## src/rtl/nfca_rx_frame_buffer_pkg.sv

```systemverilog
// rtl/nfca_rx_frame_buffer_pkg.sv - shared constants and types for the NFC-A RX frame buffer
package nfca_rx_frame_buffer_pkg;

  localparam logic [15:0] CRC_A_INIT = 16'h6363;
  localparam logic [15:0] CRC_A_POLY = 16'h8408;

  typedef enum logic [1:0] {
    ST_IDLE  = 2'd0,
    ST_RECV  = 2'd1,
    ST_DRAIN = 2'd2
  } state_t;

endpackage

```

## src/rtl/nfca_crc_a.sv

```systemverilog
// rtl/nfca_crc_a.sv - combinational CRC_A single-byte step (reflected, LSB first)
module nfca_crc_a
  import nfca_rx_frame_buffer_pkg::*;
(
  input  logic [15:0] crc_in,
  input  logic [7:0]  data,
  output logic [15:0] crc_out
);

  logic [15:0] c;

  always_comb begin
    c = crc_in ^ {8'h00, data};
    for (int i = 0; i < 8; i++) begin
      c = c[0] ? ((c >> 1) ^ CRC_A_POLY) : (c >> 1);
    end
    crc_out = c;
  end

endmodule

```

## src/rtl/nfca_rx_frame_buffer.sv

```systemverilog
// rtl/nfca_rx_frame_buffer.sv - captures one NFC-A RX frame, checks CRC_A, replays it on a stream port
module nfca_rx_frame_buffer
  import nfca_rx_frame_buffer_pkg::*;
#(
  parameter int DEPTH = 64,
  parameter int LEN_W = $clog2(DEPTH + 1)
) (
  input  logic             rstn,
  input  logic             clk,
  input  logic             rx_on,
  input  logic             rx_tvalid,
  input  logic [7:0]       rx_tdata,
  input  logic [3:0]       rx_tdatab,
  input  logic             rx_tend,
  input  logic             rx_terr,
  output logic             m_tvalid,
  input  logic             m_tready,
  output logic [7:0]       m_tdata,
  output logic [3:0]       m_tdatab,
  output logic             m_tlast,
  output logic [LEN_W-1:0] frame_len,
  output logic             frame_crc_ok,
  output logic             frame_err,
  output logic             frame_ovf,
  output logic [7:0]       drop_cnt
);

  localparam int ADDR_W = (DEPTH > 1) ? $clog2(DEPTH) : 1;

  state_t           state;
  logic [7:0]       mem [DEPTH];
  logic [LEN_W-1:0] wr_ptr, rd_ptr;
  logic [15:0]      crc;
  logic             all_full, ovf, rx_on_q;
  logic [3:0]       last_datab;

  logic             idle, take, store, rx_fall, close, drop;
  logic [LEN_W-1:0] base_wr, wr_nxt;
  logic [15:0]      base_crc, crc_step, crc_nxt;
  logic             base_full, full_nxt, base_ovf, ovf_nxt;
  logic [3:0]       datab_nxt;

  nfca_crc_a u_crc (
    .crc_in  (base_crc),
    .data    (rx_tdata),
    .crc_out (crc_step)
  );

  // In IDLE the first byte starts from a fresh accumulator, so the same
  // next-value path serves both frame start and the middle of a frame.
  always_comb begin
    idle      = (state == ST_IDLE);
    base_wr   = idle ? '0 : wr_ptr;
    base_crc  = idle ? CRC_A_INIT : crc;
    base_full = idle ? 1'b1 : all_full;
    base_ovf  = idle ? 1'b0 : ovf;
    take      = rx_tvalid & (idle | (state == ST_RECV));
    store     = take & (base_wr < LEN_W'(DEPTH));
    wr_nxt    = store ? base_wr + LEN_W'(1) : base_wr;
    crc_nxt   = (store && rx_tdatab == 4'd8) ? crc_step : base_crc;
    full_nxt  = base_full & ~(store & (rx_tdatab != 4'd8));
    ovf_nxt   = base_ovf | (take & ~store);
    datab_nxt = store ? rx_tdatab : last_datab;
    rx_fall   = rx_on_q & ~rx_on;
    close     = (rx_tend | rx_fall) & ((state == ST_RECV) | (idle & rx_tvalid));
    drop      = rx_tend & ((idle & ~rx_tvalid) | (state == ST_DRAIN));
  end

  always_ff @(posedge clk) begin
    if (store) mem[base_wr[ADDR_W-1:0]] <= rx_tdata;
  end

  always_ff @(posedge clk or negedge rstn) begin
    if (!rstn) begin
      state        <= ST_IDLE;
      wr_ptr       <= '0;
      rd_ptr       <= '0;
      crc          <= CRC_A_INIT;
      all_full     <= 1'b0;
      ovf          <= 1'b0;
      last_datab   <= '0;
      rx_on_q      <= 1'b0;
      m_tvalid     <= 1'b0;
      frame_len    <= '0;
      frame_crc_ok <= 1'b0;
      frame_err    <= 1'b0;
      frame_ovf    <= 1'b0;
      drop_cnt     <= '0;
    end else begin
      rx_on_q <= rx_on;
      if (take) begin
        wr_ptr     <= wr_nxt;
        crc        <= crc_nxt;
        all_full   <= full_nxt;
        ovf        <= ovf_nxt;
        last_datab <= datab_nxt;
      end
      if (drop && drop_cnt != 8'hFF) drop_cnt <= drop_cnt + 8'd1;

      if (idle && rx_tvalid) begin
        state <= ST_RECV;
      end else if (state == ST_DRAIN && m_tvalid && m_tready) begin
        if (m_tlast) begin
          m_tvalid <= 1'b0;
          state    <= ST_IDLE;
        end else begin
          rd_ptr <= rd_ptr + LEN_W'(1);
        end
      end

      // Close wins over the IDLE->RECV step when a one-byte frame ends at once.
      if (close) begin
        state        <= ST_DRAIN;
        m_tvalid     <= 1'b1;
        rd_ptr       <= '0;
        frame_len    <= wr_nxt;
        frame_crc_ok <= (wr_nxt >= LEN_W'(3)) && (crc_nxt == 16'h0000) && full_nxt && !ovf_nxt;
        frame_err    <= (rx_tend & rx_terr) | rx_fall;
        frame_ovf    <= ovf_nxt;
      end
    end
  end

  assign m_tlast  = m_tvalid && (rd_ptr == frame_len - LEN_W'(1));
  assign m_tdata  = m_tvalid ? mem[rd_ptr[ADDR_W-1:0]] : 8'h00;
  assign m_tdatab = m_tvalid ? (m_tlast ? last_datab : 4'd8) : 4'd0;

endmodule

```

## config.mk

```make
export PLATFORM = sky130hd
export DESIGN_NAME = nfca_rx_frame_buffer
export DESIGN_NICKNAME = d
export VERILOG_FILES = /design/src/rtl/nfca_rx_frame_buffer_pkg.sv /design/src/rtl/nfca_crc_a.sv /design/src/rtl/nfca_rx_frame_buffer.sv
export SDC_FILE = /design/constraint.sdc
export NUM_CORES = 1
export LEC_CHECK = 0
export ABC_AREA = 1
export CAP_MARGIN = 20
export CORE_AREA = 3 3 211 213
export DETAILED_ROUTE_END_ITERATION = 10
export DIE_AREA = 0 0 214 216
export GPL_TIMING_DRIVEN = 0
export PLACE_DENSITY = 0.7
export SETUP_SLACK_MARGIN = 0.02
export SLEW_MARGIN = 20
export SYNTH_ARGS = -nofsm -noshare
export SYNTH_HDL_FRONTEND = slang
export SYNTH_SLANG_ARGS = --single-unit
```

## constraint.sdc

```tcl
create_clock -name clk -period 3.45 [get_ports clk]
set_input_delay 0.69 -clock clk [delete_from_list [all_inputs] [get_ports clk]]
set_output_delay 0.69 -clock clk [all_outputs]
set_load 0.02 [all_outputs]
```

==> summary.md, run 1 <==
| Metric | Value |
|---|---|
| Clock Skew | 24.9 ps |
| Largest family of logic cells by synthesized area | simple AND/OR/NAND/NOR gates |
| Leak | roughly 10 nW |
| Mux cell area share after synthesis | 0% |
| Initial Util | between 50% and 60% |
| Core area | between 40000 and 50000 um2 |
| Sequential area share after synthesis | between 70% and 80% |
| Total GRT Usage | between 30% and 40% |
| Root Buffer | clkbuf_16 |
| Pre-antenna DRT Iters | 6 |
| Post-Syn Area | roughly 24000 um2 |
| Post-Synth Adder-Cell Area | less than 1% |
| Leading post-synthesis cells by cell area | edfxtp_1 64%, o21ai_0 6.2%, nor2_1 6.0% |
| Yosys top cell area share | 64.1% |
| Final count of hold timing violations | 0 |
| FP Rows | 76 |
| I/O pins | 51 |
| Vias in the first global route | about 17000 |
| Ant. Diodes | 0 |
| Data arrival, critical path | between 2000 and 3000 ps |
| Iteration-0 DRC count of the detailed router | around 2900 |
| Wirelength per Cell | about 27 um |
| Worst min path class | primary input to async pin |
| Most frequent cells in the layout | 512 x edfxtp_1, 364 x nor2_1, 294 x nand2_1 |
| Antenna Nets Post-Route | 0 |
| Layout Nets | 2264 |
| Largest net degree at the start of global routing | 68 |
| Max frequency | between 0.2 and 0.3 GHz |
| Place WS | -971 ps |
| CP max stage cell | dfrtp_2 |
| CTS tree | yes |
| Chip width | between 200 and 250 um |
| Outcome | complete, but fails checks |
| Fraction of the mapped netlist area in simple logic gates | 14.1% |
| Cell chain of the critical path | buf_12 > buf_8 > clkbuf_8 > nor2_1 > o221ai_2 > nand3_2 > nand3_1 > nand3_2 > a21oi_4 > buf_6 |
| First-pass GRT wire length | roughly 110000 um |
| Overall power | ~0.024 W |
| Avg Cell Area, Syn | 11.4 um2 |
| Biggest area consumer among synthesized cells | edfxtp_1 |
| Die height | 216 um |
| CP max FO | 10 |
| CTS Buf Count | 56 |
| Synth warn | 0 |
| Mapped Cells | 2106 |
| Die area | ~46000 um2 |
| Max Slew Vio Count | 0 |
| Clock latency on the worst-skew pair | 630 ps |
| Synth Flop Type | edfxtp_1 |
| Power density over cell area | ~840 nW/um2 |
| RSZ-0062 raised after global routing | yes |
| WL final | about 77000 um |
| Post-synth EDFFs | 512 |
| Slew HR | 32.6% |
| Share of post-route cells with drive strength above 1 | between 10% and 20% |
| Post-route DRC | 0 |
| Commonest non-fill, non-tap cell in the layout | edfxtp_1 |
| Failing checks | setup timing |
| Crit path kind | flip-flop to primary output |
| VDD IR-drop max | between 0.5 and 0.6 mV |
| Clock Path Buffers | 3 |
| Clk sinks | 570 |
| Overflow after GRT | 0 |
| Max incr delay on CP | approximately 500 ps |
| #FFs+latches synth | 570 |
| Hold slack | 435 ps |
| Tcrit/Tclk final | 104% |
| Post-Synth XOR/XNOR Area | less than 1% |
| Hpwl dp | between 50000 and 60000 um |
| Compound-Gate Fraction of Synth Area | about 11% |
| Worst Max-Slew Pin Slew | about 1000 ps |
| Gpl congestion | ~0.98 |
| IO buf count | 50 |
| DR vias | between 15000 and 20000 |
| Post-synth ARST share | 10.2% |
| CTS clock-pin slew for the worst setup and hold paths | roughly 60 ps |
| H-tree depth | 2 |
| Worst Slack Setup Final | -136 ps |
| Synth unique cells | 42 |
| Worst EP required | roughly 2800 ps |
| Vias per cell | roughly 6.4 |
| Layout overhead on the synthesized area | 18.0% |
| Final setup fails | 28 |
| Max_cap viols | 0 |
| Crit path launch type | flip-flop |
| Fill cells | between 3000 and 4000 |
| Minimum clock period after layout | approximately 3600 ps |
| Initial antenna violation count | 2 |
| Synth Net Count | 2129 |
| Most used cell, CP | nand3_2 |
| Setup crit end kind | primary output |
worst max-delay path: cells and delay by family (launching register included):
| family | cells | cell delay, ps |
|---|---|---|
| flops | 1 | 490 |
| buf+inv | 4 | 750 |
| compound gates | 2 | 500 |
| simple gates | 4 | 530 |
registers in the layout, indices dropped and copies added, names as in the netlist:
name	count
last_datab	4
rd_ptr	7
all_full	1
frame_crc_ok	1
mem	512
wr_ptr	7
frame_ovf	1
frame_len	7
ovf	1
rx_on_q	1
state	2
frame_err	1
m_tvalid	1
drop_cnt	8
crc	16
worst paths after layout:
kind | cells past startpoint | slack, ps | end | from
min in group clk | 2 | 480 | frame_crc_ok | frame_crc_ok
worst min-delay path | 2 | 440 | crc[10] | rstn
worst min register to register | 2 | 480 | frame_crc_ok | frame_crc_ok
worst max-delay path | 10 | -140 | m_tdata[3] | rd_ptr[0]
worst max register to register | 7 | 20 | mem[59][1] | state[1]
max in group asynchronous | 3 | 2500 | crc[6] | rstn
through the flow:
step | utilization [%] | TNS [ps] | instance area, um2 | instances
floorplan | - | 0 | 24000 | 2106
global placement | 58.8 | -235780 | 25200 | 2741
detailed placement | 59.1 | -140460 | 25400 | 2753
CTS | 65.2 | -140 | 28000 | 2862
global route | 66.0 | -6660 | 28300 | 2872
finish | 66.0 | -1380 | 28300 | 2872
per-layer routing:
metal | up-vias | track usage [%] | wire, um
met2 | 1384 | 51.3 | 34500
li1 | 7806 | - | -
met1 | 8825 | 44.9 | 28700
met5 | - | 0 | 14
met4 | 4 | 13.0 | 3380
met3 | 228 | 7.74 | 10200
timing repair:
action                     in CTS  in global routing
setup buffers                   4                 10
gates resized for setup       298                 81
hold endpoints to repair        2                  0
pin swaps                      24                 44
setup endpoints to repair      21                136
hold buffers                    1                  0
gates cloned                    0                  2
logic make-up after synthesis:
| kind of cell | after synthesis |
|---|---|
| AND/OR/NAND/NOR | 835 |
| adder cells (fa/ha/maj) | 4 |
| AO/OA/AOI/OAI | 477 |
| flip-flops | 570 |
| buffers and inverters | 199 |
| XOR/XNOR | 21 |
power breakdown:
group / total [W] / switching, W / internal, W / leakage, nW
Combinational: 0.00957 / 0.00633 / 0.00324 / 3.79
Sequential: 0.00811 / 0.000264 / 0.00784 / 5.33
Clock: 0.00610 / 0.00263 / 0.00347 / 0.886
Total: 0.0238 / 0.00923 / 0.0145 / 10.0
cell usage after synthesis, types with 9 or more instances:
cell type    n
a21oi_1     33
a31oi_1      9
buf_2       33
clkbuf_1    70
dfrtp_1     50
edfxtp_1   512
inv_1       71
nand2_1    299
nand3_1    115
nor2_1     386
nor3_1      10
o211ai_1    32
o21ai_0    295
o221ai_1    28
o22ai_1     65
xor2_1      13
area by class of cell:
cell class | instances | area [um2] | share of cell area [%]
sequential | 570 | 16800 | 59.5
multi-input combinational | 1337 | 6610 | 23.3
clock buffer | 67 | 1510 | 5.32
buffer | 117 | 1230 | 4.34
timing repair buffer | 79 | 764 | 2.70
tap | 585 | 732 | 2.59
clock inverter | 37 | 312 | 1.10
inverter | 80 | 312 | 1.10
Power figures use the tool's default switching activity.
==> inputs of run 2 (changes only) <==
- CAP_MARGIN: 20 -> default
- GPL_TIMING_DRIVEN: 0 -> default
==> run 2 against run 1 <==
The run still ends with setup timing left. First-iteration DRC count is 34% lower. Clock-buffer cell count fell by 6. Largest power group unchanged. Total power fell by 2.3%. Die area unchanged. Sequential share of layout area down 0.71 points. Wire length down 15%. Cell area up 1.3%. Clock skew rose by 5.4 ps. Utilization grew 0.83 points. Clock power increased by 5.4%. Flip-flop and latch count did not move.
==> summary.md, run 2 (synthesized netlist as in run 1, its figures left out) <==
| Metric | Value |
|---|---|
| Outcome | complete, but fails checks |
| Failing checks | setup timing |
| Antenna Nets Post-Route | 0 (unchanged) |
| Post-route DRC | 0 (unchanged) |
| VDD IR-drop max | 0.561 mV (+6.9%) |
| Multi-input gate area | 6570 um2 (-0.64%) |
| IO buf count | 50 (unchanged) |
| Iteration-0 DRC count of the detailed router | 1911 (-34%) |
| CP max FO | 23 (+13) |
| Hold slack | 139 ps (-296 ps) |
| Max Slew Vio Count | 0 (unchanged) |
| Total GRT Usage | 27.6% (-5.2 points) |
| Hpwl dp | 38800 um (-23%) |
| Worst EP required | 2760 ps (about the same) |
| CP top delay family | buffers and inverters |
| Clock Path Buffers | 3 (unchanged) |
| Layout overhead on the synthesized area | 19.5% |
| Clock latency on the worst-skew pair | 620 ps (about the same) |
| Hold buffer count at CTS | 0 (-1) |
| Crit path launch type | flip-flop |
| RSZ-0062 raised after global routing | yes |
| CTS Buf Count | 57 (+1.8%) |
| Leak | 10.3 nW (+2.7%) |
| Overflow after GRT | 0 (unchanged) |
| H-tree depth | 2 (unchanged) |
| Met2 usage | 43.9% (-7.4 points) |
| Setup crit end kind | primary output |
| Share of post-route cells with drive strength above 1 | 15.7% (+0.67 points) |
| Crit path kind | flip-flop to primary output |
| Layout Nets | 2279 (+0.66%) |
| Combinational power share | 37.4% (-2.9 points) |
| Seq pwr share | 34.9% (+0.8 points) |
| Worst Slack Setup Final | -50.1 ps (+86.4 ps) |
| Vias in the first global route | 16787 (-3.5%) |
| Max frequency | 0.286 GHz (+2.5%) |
| Vias per cell | 6.00 (-5.5%) |
| Initial antenna violation count | 0 (-2) |
| Final count of hold timing violations | 0 (unchanged) |
| GRT met1 Usage | 38.2% (-6.7 points) |
| Met3 Usage GRT | 4.46% (-3.3 points) |
| Sw power | 0.00836 W (-9.4%) |
| Die height | 216 um (unchanged) |
| Internal power | 0.0149 W (+2.1%) |
| First-pass GRT wire length | 98000 um (-12%) |
| Sw frac | 36.0% (-2.8 points) |
| Die area | 46200 um2 (unchanged) |
| Clock Power Share | 27.7% (+2.0 points) |
| Worst min path class | primary input to async pin |
| Clk sinks | 570 (unchanged) |
| GRT busiest layer | met2 |
| Sequential Area | 16800 um2 (about the same) |
| Cell chain of the critical path | buf_6 > inv_12 > buf_12 > buf_12 > o21ai_1 > o221ai_1 > nand3_1 > nand3_2 > nand3_2 > a21oi_4 > buf_6 |
| CP Buf/Inv Count | 5 (+1) |
| Largest net degree at the start of global routing | 74 (+8.8%) |
| Most frequent cells in the layout | 512 x edfxtp_1, 378 x nor2_1, 296 x nand2_1 |
| Core area | 42900 um2 (unchanged) |
| Place WS | 49.8 ps (+1020 ps) |
| Max_cap viols | 0 (unchanged) |
| Power density over cell area | 810 nW/um2 (-3.5%) |
| I/O pins | 51 (unchanged) |
| CTS tree | yes |
| CTS clock-pin slew for the worst setup and hold paths | 60 ps (about the same) |
| Data arrival, critical path | 2810 ps (-90 ps) |
| Root Buffer | clkbuf_16 |
| CP max stage cell | dfrtp_4 |
| Tcrit/Tclk final | 101% (-2.5 points) |
| Slew HR | 45.6% (+13 points) |
| DR vias | 17346 (-4.9%) |
| WL final | 65600 um (-15%) |
| Max incr delay on CP | 520 ps (+30 ps) |
| Final setup fails | 5 (-82%) |
| Minimum clock period after layout | 3500 ps (-86.4 ps) |
| Ant. Diodes | 0 (unchanged) |
| Flip-flop count of the largest register after layout | 512 (unchanged) |
| Initial Util | 55.9% (unchanged) |
| Commonest non-fill, non-tap cell in the layout | edfxtp_1 |
| Wirelength per Cell | 22.7 um (-15%) |
| Gpl congestion | 0.878 (-11%) |
| Chip width | 214 um (unchanged) |
| Fill cells | 3045 (-2.9%) |
| Clock Skew | 30.3 ps (+5.41 ps) |
| Pre-antenna DRT Iters | 5 (-1) |
| Worst Max-Slew Pin Slew | 816 ps (-191 ps) |
| Fin util | 66.8% (+0.83 points) |
| FP Rows | 76 (unchanged) |
## run 2: changes by cell type in the layout (fill, tap and decap cells not counted), sizes merged
cell           change
bufbuf             +2
clkinv             +2
dlygate4sd3        -1
bufinv             +5
clkbuf            -60
clkdlybuf4s15      +1
inv                +3
buf               +66
dlygate4sd2        -1
## run 2: timing repair
action                     CTS  global route
setup endpoints to repair   13            12
buffers inserted             7            11
pin swaps                   11            32
gates cloned                 5             9
resized for setup           77            82
## run 2: cell type report
class                      count  share of cell area [%]
timing repair inverter         1                  0.0306
timing repair buffer         209                    7.80
clock buffer                  61                    5.10
tap                          585                    2.55
clock inverter                46                    1.71
multi-input combinational   1337                    22.9
inverter                      80                    1.10
sequential                   570                    58.8
## run 2: path summary, 6_finish.rpt
check / from / to / slack [ps] / cells after the start
setup / recovery: rd_ptr[0] / m_tdata[3] / -50 / 11
hold / removal: rstn / frame_len[5] / 140 / 1
setup reg to reg: state[0] / mem[5][3] / 750 / 7
hold reg to reg: all_full / all_full / 480 / 2
max in group asynchronous: rstn / frame_ovf / 2550 / 2
min in group clk: rx_tdata[2] / mem[10][2] / 470 / 1
## run 2: per-layer routing
metal / wire length (um) / part of all wire, %
met1: 26000 / 40
met3: 6440 / 9.8
met4: 2480 / 3.8
met2: 30700 / 47
met5: 0 / 0
## run 2: power groups by stage
| stage | sequential, W | combinational [W] | clock [W] |
|---|---|---|---|
| global route | 0.00814 | 0.00933 | 0.00680 |
| finish | 0.00811 | 0.00868 | 0.00643 |
| detailed placement | 0.00825 | 0.00726 | 0 |
| global placement | 0.00824 | 0.00712 | 0 |
| CTS | 0.00812 | 0.00769 | 0.00649 |
| floorplan | 0.00825 | 0.00447 | 0 |
## run 2: worst reg2reg max path: stages (launching register included)
cell and delay, ps:
dfrtp_1 480, nor2_4 430, nor2_1 110, nor2_1 160, buf_4 210, nand3_1 90, buf_4 210, nor2_1 640
## run 2: stage by stage
step           cell area, um2  cells  TNS [ps]  power [W]
6_report                28700   2889      -139     0.0232
3_3_place_gp            25800   2751         0     0.0154
4_1_cts                 28100   2869      -489     0.0223
3_5_place_dp            25800   2751         0     0.0155
5_1_grt                 28700   2889      -860     0.0243
2_1_floorplan           24000   2106         0     0.0127
